### src/rtl/sbox_share_ctrl_if.sv
// Request/response bundle for sbox_share_ctrl: two requester channels (KS, DP)
// and the tagged result channel. The controller attaches through the slave modport.
interface sbox_share_ctrl_if #(
    parameter int NBYTES = 4
);
    localparam int W = 8 * NBYTES;

    // Every channel transfers on a rising edge where valid && ready are both high.
    // Senders hold valid and payload stable until that edge; ready may depend
    // combinationally on valid.
    logic         ks_valid;
    logic         ks_ready;
    logic [W-1:0] ks_data;
    logic         dp_valid;
    logic         dp_ready;
    logic [W-1:0] dp_data;
    logic         dp_inverse;
    logic         rsp_valid;
    logic         rsp_ready;
    logic [W-1:0] rsp_data;
    logic         rsp_owner;

    modport slave (
        input  ks_valid, ks_data, dp_valid, dp_data, dp_inverse, rsp_ready,
        output ks_ready, dp_ready, rsp_valid, rsp_data, rsp_owner
    );

    modport master (
        output ks_valid, ks_data, dp_valid, dp_data, dp_inverse, rsp_ready,
        input  ks_ready, dp_ready, rsp_valid, rsp_data, rsp_owner
    );
endinterface

### src/rtl/sbox_share_ctrl.sv
// Round-robin time-sharing of one combined forward/inverse AES S-box between KS and DP.
// Optional macro SBOX_SHARE_OUT_REG_EN adds a pipeline register on the S-box output.
module sbox_share_ctrl #(
    parameter int NBYTES  = 4,
    parameter bit RR_INIT = 1'b0
) (
    input  logic                 clk,
    input  logic                 rst_n,
    sbox_share_ctrl_if.slave     bus,
    output logic                 busy,
    output logic [1:0]           state_dbg
);
    localparam int W  = 8 * NBYTES;
    localparam int CW = $clog2(NBYTES + 1);
`ifdef SBOX_SHARE_OUT_REG_EN
    localparam logic [CW-1:0] LAST_CNT = CW'(NBYTES);
`else
    localparam logic [CW-1:0] LAST_CNT = CW'(NBYTES - 1);
`endif

    typedef enum logic [1:0] {IDLE = 2'd0, BUSY = 2'd1, DONE = 2'd2} state_e;

    state_e        state_q, state_d;
    logic [CW-1:0] cnt_q, cnt_d;
    logic [W-1:0]  word_q, word_d;
    logic [W-1:0]  result_q, result_d;
    logic          inv_q, inv_d;
    logic          owner_q, owner_d;
    logic          last_owner_q, last_owner_d;
    logic          grant_dp;
    logic [W-1:0]  word_shift;
    logic [7:0]    sbox_in, sbox_out, wr_byte;
    logic [CW-1:0] wr_idx;
    logic          wr_en;

    function automatic logic [7:0] xtime(input logic [7:0] a);
        return {a[6:0], 1'b0} ^ (a[7] ? 8'h1b : 8'h00);
    endfunction

    function automatic logic [7:0] gf_mul(input logic [7:0] a, input logic [7:0] b);
        logic [7:0] p, x;
        p = 8'h00;
        x = a;
        for (int i = 0; i < 8; i++) begin
            if (b[i]) p = p ^ x;
            x = xtime(x);
        end
        return p;
    endfunction

    // Multiplicative inverse as x^254; zero maps to zero naturally.
    function automatic logic [7:0] gf_inv(input logic [7:0] x);
        logic [7:0] sq, r;
        sq = x;
        r  = 8'h01;
        for (int i = 1; i < 8; i++) begin
            sq = gf_mul(sq, sq);
            r  = gf_mul(r, sq);
        end
        return r;
    endfunction

    function automatic logic [7:0] rotl(input logic [7:0] a, input int n);
        return 8'((a << n) | (a >> (8 - n)));
    endfunction

    function automatic logic [7:0] sbox(input logic [7:0] x, input logic inv);
        logic [7:0] b;
        if (inv) begin
            b = rotl(x, 1) ^ rotl(x, 3) ^ rotl(x, 6) ^ 8'h05;
            return gf_inv(b);
        end
        b = gf_inv(x);
        return b ^ rotl(b, 1) ^ rotl(b, 2) ^ rotl(b, 3) ^ rotl(b, 4) ^ 8'h63;
    endfunction

    assign word_shift = word_q >> {cnt_q, 3'b000};
    assign sbox_in    = word_shift[7:0];
    assign sbox_out   = sbox(sbox_in, inv_q);

`ifdef SBOX_SHARE_OUT_REG_EN
    logic [7:0] sbox_reg_q, sbox_reg_d;
    // Captures only real bytes; the extra drain cycle and DONE/IDLE leave it at zero.
    assign sbox_reg_d = (state_q == BUSY && cnt_q != CW'(NBYTES)) ? sbox_out : 8'h00;
    assign wr_byte    = sbox_reg_q;
    assign wr_idx     = cnt_q - CW'(1);
    assign wr_en      = (state_q == BUSY) && (cnt_q != '0);

    always_ff @(posedge clk or negedge rst_n) begin
        if (!rst_n) sbox_reg_q <= 8'h00;
        else        sbox_reg_q <= sbox_reg_d;
    end
`else
    assign wr_byte = sbox_out;
    assign wr_idx  = cnt_q;
    assign wr_en   = (state_q == BUSY);
`endif

    // On contention the requester that did not win last time gets the grant.
    assign grant_dp = bus.dp_valid && (!bus.ks_valid || !last_owner_q);

    always_comb begin
        state_d      = state_q;
        cnt_d        = cnt_q;
        word_d       = word_q;
        result_d     = result_q;
        inv_d        = inv_q;
        owner_d      = owner_q;
        last_owner_d = last_owner_q;
        bus.ks_ready  = 1'b0;
        bus.dp_ready  = 1'b0;
        bus.rsp_valid = 1'b0;
        unique case (state_q)
            IDLE: begin
                if (bus.ks_valid || bus.dp_valid) begin
                    bus.dp_ready = grant_dp;
                    bus.ks_ready = !grant_dp;
                    word_d       = grant_dp ? bus.dp_data : bus.ks_data;
                    inv_d        = grant_dp && bus.dp_inverse;
                    owner_d      = grant_dp;
                    last_owner_d = grant_dp;
                    cnt_d        = '0;
                    state_d      = BUSY;
                end
            end
            BUSY: begin
                if (wr_en) begin
                    for (int k = 0; k < NBYTES; k++) begin
                        if (wr_idx == CW'(k)) result_d[8*k +: 8] = wr_byte;
                    end
                end
                if (cnt_q == LAST_CNT) begin
                    cnt_d   = '0;
                    state_d = DONE;
                end else begin
                    cnt_d = cnt_q + CW'(1);
                end
            end
            DONE: begin
                bus.rsp_valid = 1'b1;
                if (bus.rsp_ready) state_d = IDLE;
            end
            default: state_d = IDLE;
        endcase
    end

    always_ff @(posedge clk or negedge rst_n) begin
        if (!rst_n) begin
            state_q      <= IDLE;
            cnt_q        <= '0;
            word_q       <= '0;
            result_q     <= '0;
            inv_q        <= 1'b0;
            owner_q      <= 1'b0;
            last_owner_q <= ~RR_INIT;
        end else begin
            state_q      <= state_d;
            cnt_q        <= cnt_d;
            word_q       <= word_d;
            result_q     <= result_d;
            inv_q        <= inv_d;
            owner_q      <= owner_d;
            last_owner_q <= last_owner_d;
        end
    end

    assign bus.rsp_data  = result_q;
    assign bus.rsp_owner = owner_q;
    assign busy          = (state_q != IDLE);
    assign state_dbg     = state_q;
endmodule

### src/flat_wrapper.sv
// flat-port wrapper written by rule: the top's interface ports become plain ports
module sbox_share_ctrl_flat 
#(
    parameter int NBYTES  = 4,
    parameter bit RR_INIT = 1'b0
)
  (clk, rst_n, busy, state_dbg, bus_ks_valid, bus_ks_data, bus_dp_valid, bus_dp_data, bus_dp_inverse, bus_rsp_ready, bus_ks_ready, bus_dp_ready, bus_rsp_valid, bus_rsp_data, bus_rsp_owner);
  sbox_share_ctrl_if #(.NBYTES(NBYTES)) bus_i ();
  input  logic clk;
  input  logic rst_n;
  output logic busy;
  output logic [1:0] state_dbg;
  input wire logic [$bits(bus_i.ks_valid)-1:0] bus_ks_valid;
  input wire logic [$bits(bus_i.ks_data)-1:0] bus_ks_data;
  input wire logic [$bits(bus_i.dp_valid)-1:0] bus_dp_valid;
  input wire logic [$bits(bus_i.dp_data)-1:0] bus_dp_data;
  input wire logic [$bits(bus_i.dp_inverse)-1:0] bus_dp_inverse;
  input wire logic [$bits(bus_i.rsp_ready)-1:0] bus_rsp_ready;
  output wire logic [$bits(bus_i.ks_ready)-1:0] bus_ks_ready;
  output wire logic [$bits(bus_i.dp_ready)-1:0] bus_dp_ready;
  output wire logic [$bits(bus_i.rsp_valid)-1:0] bus_rsp_valid;
  output wire logic [$bits(bus_i.rsp_data)-1:0] bus_rsp_data;
  output wire logic [$bits(bus_i.rsp_owner)-1:0] bus_rsp_owner;
  assign bus_i.ks_valid = bus_ks_valid;
  assign bus_i.ks_data = bus_ks_data;
  assign bus_i.dp_valid = bus_dp_valid;
  assign bus_i.dp_data = bus_dp_data;
  assign bus_i.dp_inverse = bus_dp_inverse;
  assign bus_i.rsp_ready = bus_rsp_ready;
  assign bus_ks_ready = bus_i.ks_ready;
  assign bus_dp_ready = bus_i.dp_ready;
  assign bus_rsp_valid = bus_i.rsp_valid;
  assign bus_rsp_data = bus_i.rsp_data;
  assign bus_rsp_owner = bus_i.rsp_owner;
  sbox_share_ctrl #(.NBYTES(NBYTES), .RR_INIT(RR_INIT)) u_core (.clk(clk), .rst_n(rst_n), .bus(bus_i), .busy(busy), .state_dbg(state_dbg));
endmodule
### config.mk
export PLATFORM = sky130hd
export DESIGN_NAME = sbox_share_ctrl_flat
export DESIGN_NICKNAME = d
export VERILOG_FILES = /design/src/rtl/sbox_share_ctrl_if.sv /design/src/rtl/sbox_share_ctrl.sv /design/src/flat_wrapper.sv
export SDC_FILE = /design/constraint.sdc
export NUM_CORES = 1
export LEC_CHECK = 0
export ABC_AREA = 1
export BUFFER_PORTS_ARGS = -buffer_cell sky130_fd_sc_hd__clkbuf_2
export CAP_MARGIN = 20
export CORE_ASPECT_RATIO = 1.2
export CORE_MARGIN = 3
export CORE_UTILIZATION = 30
export DETAILED_ROUTE_END_ITERATION = 10
export MAX_ROUTING_LAYER = met4
export PLACE_DENSITY_LB_ADDON = 0.2
export SYNTH_ARGS = -nofsm -noshare
export SYNTH_HDL_FRONTEND = slang
export SYNTH_SLANG_ARGS = --single-unit
### constraint.sdc
create_clock -name clk -period 30.6 [get_ports clk]
set_input_delay 7.65 -clock clk [delete_from_list [all_inputs] [get_ports clk]]
set_output_delay 7.65 -clock clk [all_outputs]
set_load 0.01 [all_outputs]
==> results.yml <==
synth:
  ys_seq_area_frac: 0.04850
  synth_area_leaders: "nand2_1 35%, nand3_1 15%, xor2_1 9.8%"
  yosysTopAreaCellShare: 0.3487
  muxShareOfSynthArea: 0
  synth_top_family_by_area: "simple AND/OR/NAND/NOR gates"
  synth_seq_cells: 72
  yosysUniqueCellTypes: 50
  synthesis.area_mm2: 0.03717
  synth_compound_area_frac: 0.03460
  synth_top_area_cell: "nand2_1"
  syn_nets: 7570
  yosysWarnings: 0
  synthAdderAreaFrac: 0.005722
  synth-simple-area-share: 0.6272
  avgSynthCellArea_um2: 4.968
  netlist_instances: 7483
  synthXorXnorAreaFrac: 0.1680
clock_network:
  root_buffer: "clkbuf_16"
  post_cts_buffers: 0
  numCtsBuffers: 9
  clkSlewWorstSetupHoldPaths_ns: 0.06
  cts_sinks: 72
  clk_latency_ns: 0.34
  cts_tree: "built"
  hold_buffers: 0
  ctsHtreeMaxLevel: 3
  cts-resized-gates: 0
  cts_buffer_depth: 2
drt:
  postRouteAntennaNets: 0
  drtIter0Drc: 3086
  routed_wl_mm: 131.1
  wl_met2_mm: 62.86
  wl_met1_mm: 59.19
  wl_met3_mm: 5.397
  drt_first_pass_iters: 6
  vias_per_cell: 4.845
  drc: 0
  detail_route.wl_per_cell_um: 14.43
  top_layer: "met4"
  via_count: 44019
setup_path:
  worst-path-max-fanout: 24
  cp_common_cell: "nand2_1"
  rrSetupSlack_ns: 11.64
  path_delay_family: "simple AND/OR/NAND/NOR gates"
  cp_data_arrival_time_ns: 19.19
  end_kind: "flop"
  max_stage_delay_ns: 0.92
  start_kind: "flop"
  r2r-end: "u_core.bus.rsp_data[4]$_DFFE_PN0P_"
  critPathRequiredTime_ns: 30.83
  reg2reg_from: "u_core.cnt_q[0]$_DFFE_PN0P_"
  ff2ff_path_depth: 100
  crit_buf_inv: 19
  worstSetupPathType: "reg2reg"
  slowest_stage: "xor2_1"
final_layout:
  final_nets: 7535
  syn2layout_area_growth_pct: 5.113
  layout_commonest_cell: "nand2_1"
  antenna_cells: 0
  regArea_mm2: 0.001803
  mostFrequentLayoutCells: "3453 x nand2_1, 1085 x nand3_1, 724 x inv_1"
  n_fill_cell: 14136
  multi_input_area_mm2: 0.03106
  drive_gt1_frac: 0.07004
timing:
  timing.fmax_ghz: 0.05273
  slew_headroom: 0.2609
  fin_crit_sh: 0.6198
  skew_ns: 0.01081
  slew_violations: 0
  tightest_slew_ns: 1.105
  setup_viol: 0
  min_period_ns: 18.96
  rsz0062_at_grt: "no"
  finalSetupTns_ns: 0
  hold_viol: 0
worst_hold_path:
  hold_depth: 2
  holdPathEnd: "u_core.bus.rsp_data[26]$_DFFE_PN0P_"
  hp-class: "reg2reg"
  hp-start: "u_core.bus.rsp_data[26]$_DFFE_PN0P_"
global_routing:
  grt_max_degree: 65
  grtUsageTotal: 0.2031
  antenna_found_initial: 0
  grt_first_pass_wirelength_mm: 212.8
  grt_overflow: 0
  grt_pass1_vias: 40527
outcome:
  status: "finished clean"
floorplanning:
  rows: 140
  core_area_mm2: 0.1223
  fp.dieArea_mm2: 0.1282
  ios: 109
  die_height_um: 391.6
  die_w_um: 327.3
  start_util: 0.3040
placement:
  gp_routability_congestion: 0.9034
  io_buffers: 108
  dpl.hpwl_mm: 104.5
run:
  drv_cap: 0
[cell families (layout without fill, tap and decap cells)]
kind of cell | count (synthesis) | count (layout)
AOI/OAI and AO/OA | 228 | 228
DFF | 72 | 72
xor gates and xnor gates | 657 | 657
and+or+nand+nor | 5495 | 5495
buffers and inverters | 1014 | 984
adders and majority gates | 17 | 17
[through the flow]
stage | cells | util | instance area, µm² | worst slack (ns) | hold WS (ns)
global placement | 9070 | 0.3171 | 38770 | 11.73 | 0.4699
finish | 9086 | 0.3196 | 39070 | 11.64 | 0.4853
CTS | 9086 | 0.3196 | 39070 | 11.67 | 0.4889
global route | 9086 | 0.3196 | 39070 | 9.799 | 0.5117
floorplan | 7483 | - | 37170 | 14.60 | 0.4483
detailed placement | 9070 | 0.3171 | 38770 | 11.74 | 0.4704
[cells in the mapped netlist, drive strengths merged]
master and number:
a211oi 1, a21o 6, a21oi 33, a22o 1, a22oi 1, and2 4
buf 147, clkbuf 29, clkinv 18, dfrtp 71, dfstp 1, ha 17
inv 820, nand2 3612, nand2b 1, nand3 1106, nand3b 87, nand4 64
nor2 574, nor3 5, o211ai 21, o21ai 138, o21bai 20, o22ai 6
o31ai 1, or2 42, xnor2 204, xnor3 2, xor2 451
[state kept, by name, indices dropped and copies added (netlist names)]
name                  cells
u_core.bus.rsp_data      32
u_core.bus.rsp_owner      1
u_core.cnt_q              3
u_core.inv_q              1
u_core.last_owner_q       1
u_core.state_dbg          2
u_core.word_q            32
[routing by layer]
| layer | track usage | vias to the layer above |
|---|---|---|
| met4 | 0.05389 | 0 |
| met3 | 0.009449 | 184 |
| met2 | 0.3570 | 1128 |
| li1 | - | 23110 |
| met1 | 0.2540 | 19597 |
| met5 | - | - |
[how the worst max path moves through the flow]
| stage | from | to | slack (ns) | cells past startpoint |
|---|---|---|---|---|
| floorplan | bus_ks_valid | bus_dp_ready | 14.60 | 4 |
| global placement | u_core.cnt_q[0]$_DFFE_PN0P_ | u_core.bus.rsp_data[30]$_DFFE_PN0P_ | 11.73 | 86 |
| detailed placement | u_core.cnt_q[0]$_DFFE_PN0P_ | u_core.bus.rsp_data[22]$_DFFE_PN0P_ | 11.74 | 86 |
| CTS | u_core.cnt_q[0]$_DFFE_PN0P_ | u_core.bus.rsp_data[6]$_DFFE_PN0P_ | 11.67 | 87 |
| global route | u_core.cnt_q[0]$_DFFE_PN0P_ | u_core.bus.rsp_data[2]$_DFFE_PN0P_ | 9.80 | 113 |
| finish | u_core.cnt_q[0]$_DFFE_PN0P_ | u_core.bus.rsp_data[4]$_DFFE_PN0P_ | 11.64 | 100 |
[area by class of cell]
type | instances | area share
multi-input combinational | 6397 | 0.7951
inverter | 838 | 0.08057
tap | 1633 | 0.05229
sequential | 72 | 0.04614
timing repair buffer | 130 | 0.01812
clock buffer | 9 | 0.005764
clock inverter | 7 | 0.002049
[worst min-delay path, cell delays in order, from the launching register on]
cell	delay, ns
dfrtp_1	0.34
nand2_1	0.05
nand2_1	0.06
Power is left out: the tool's default activity adds up to more than one toggle a clock period on the data nets, which glitch-free logic cannot reach.
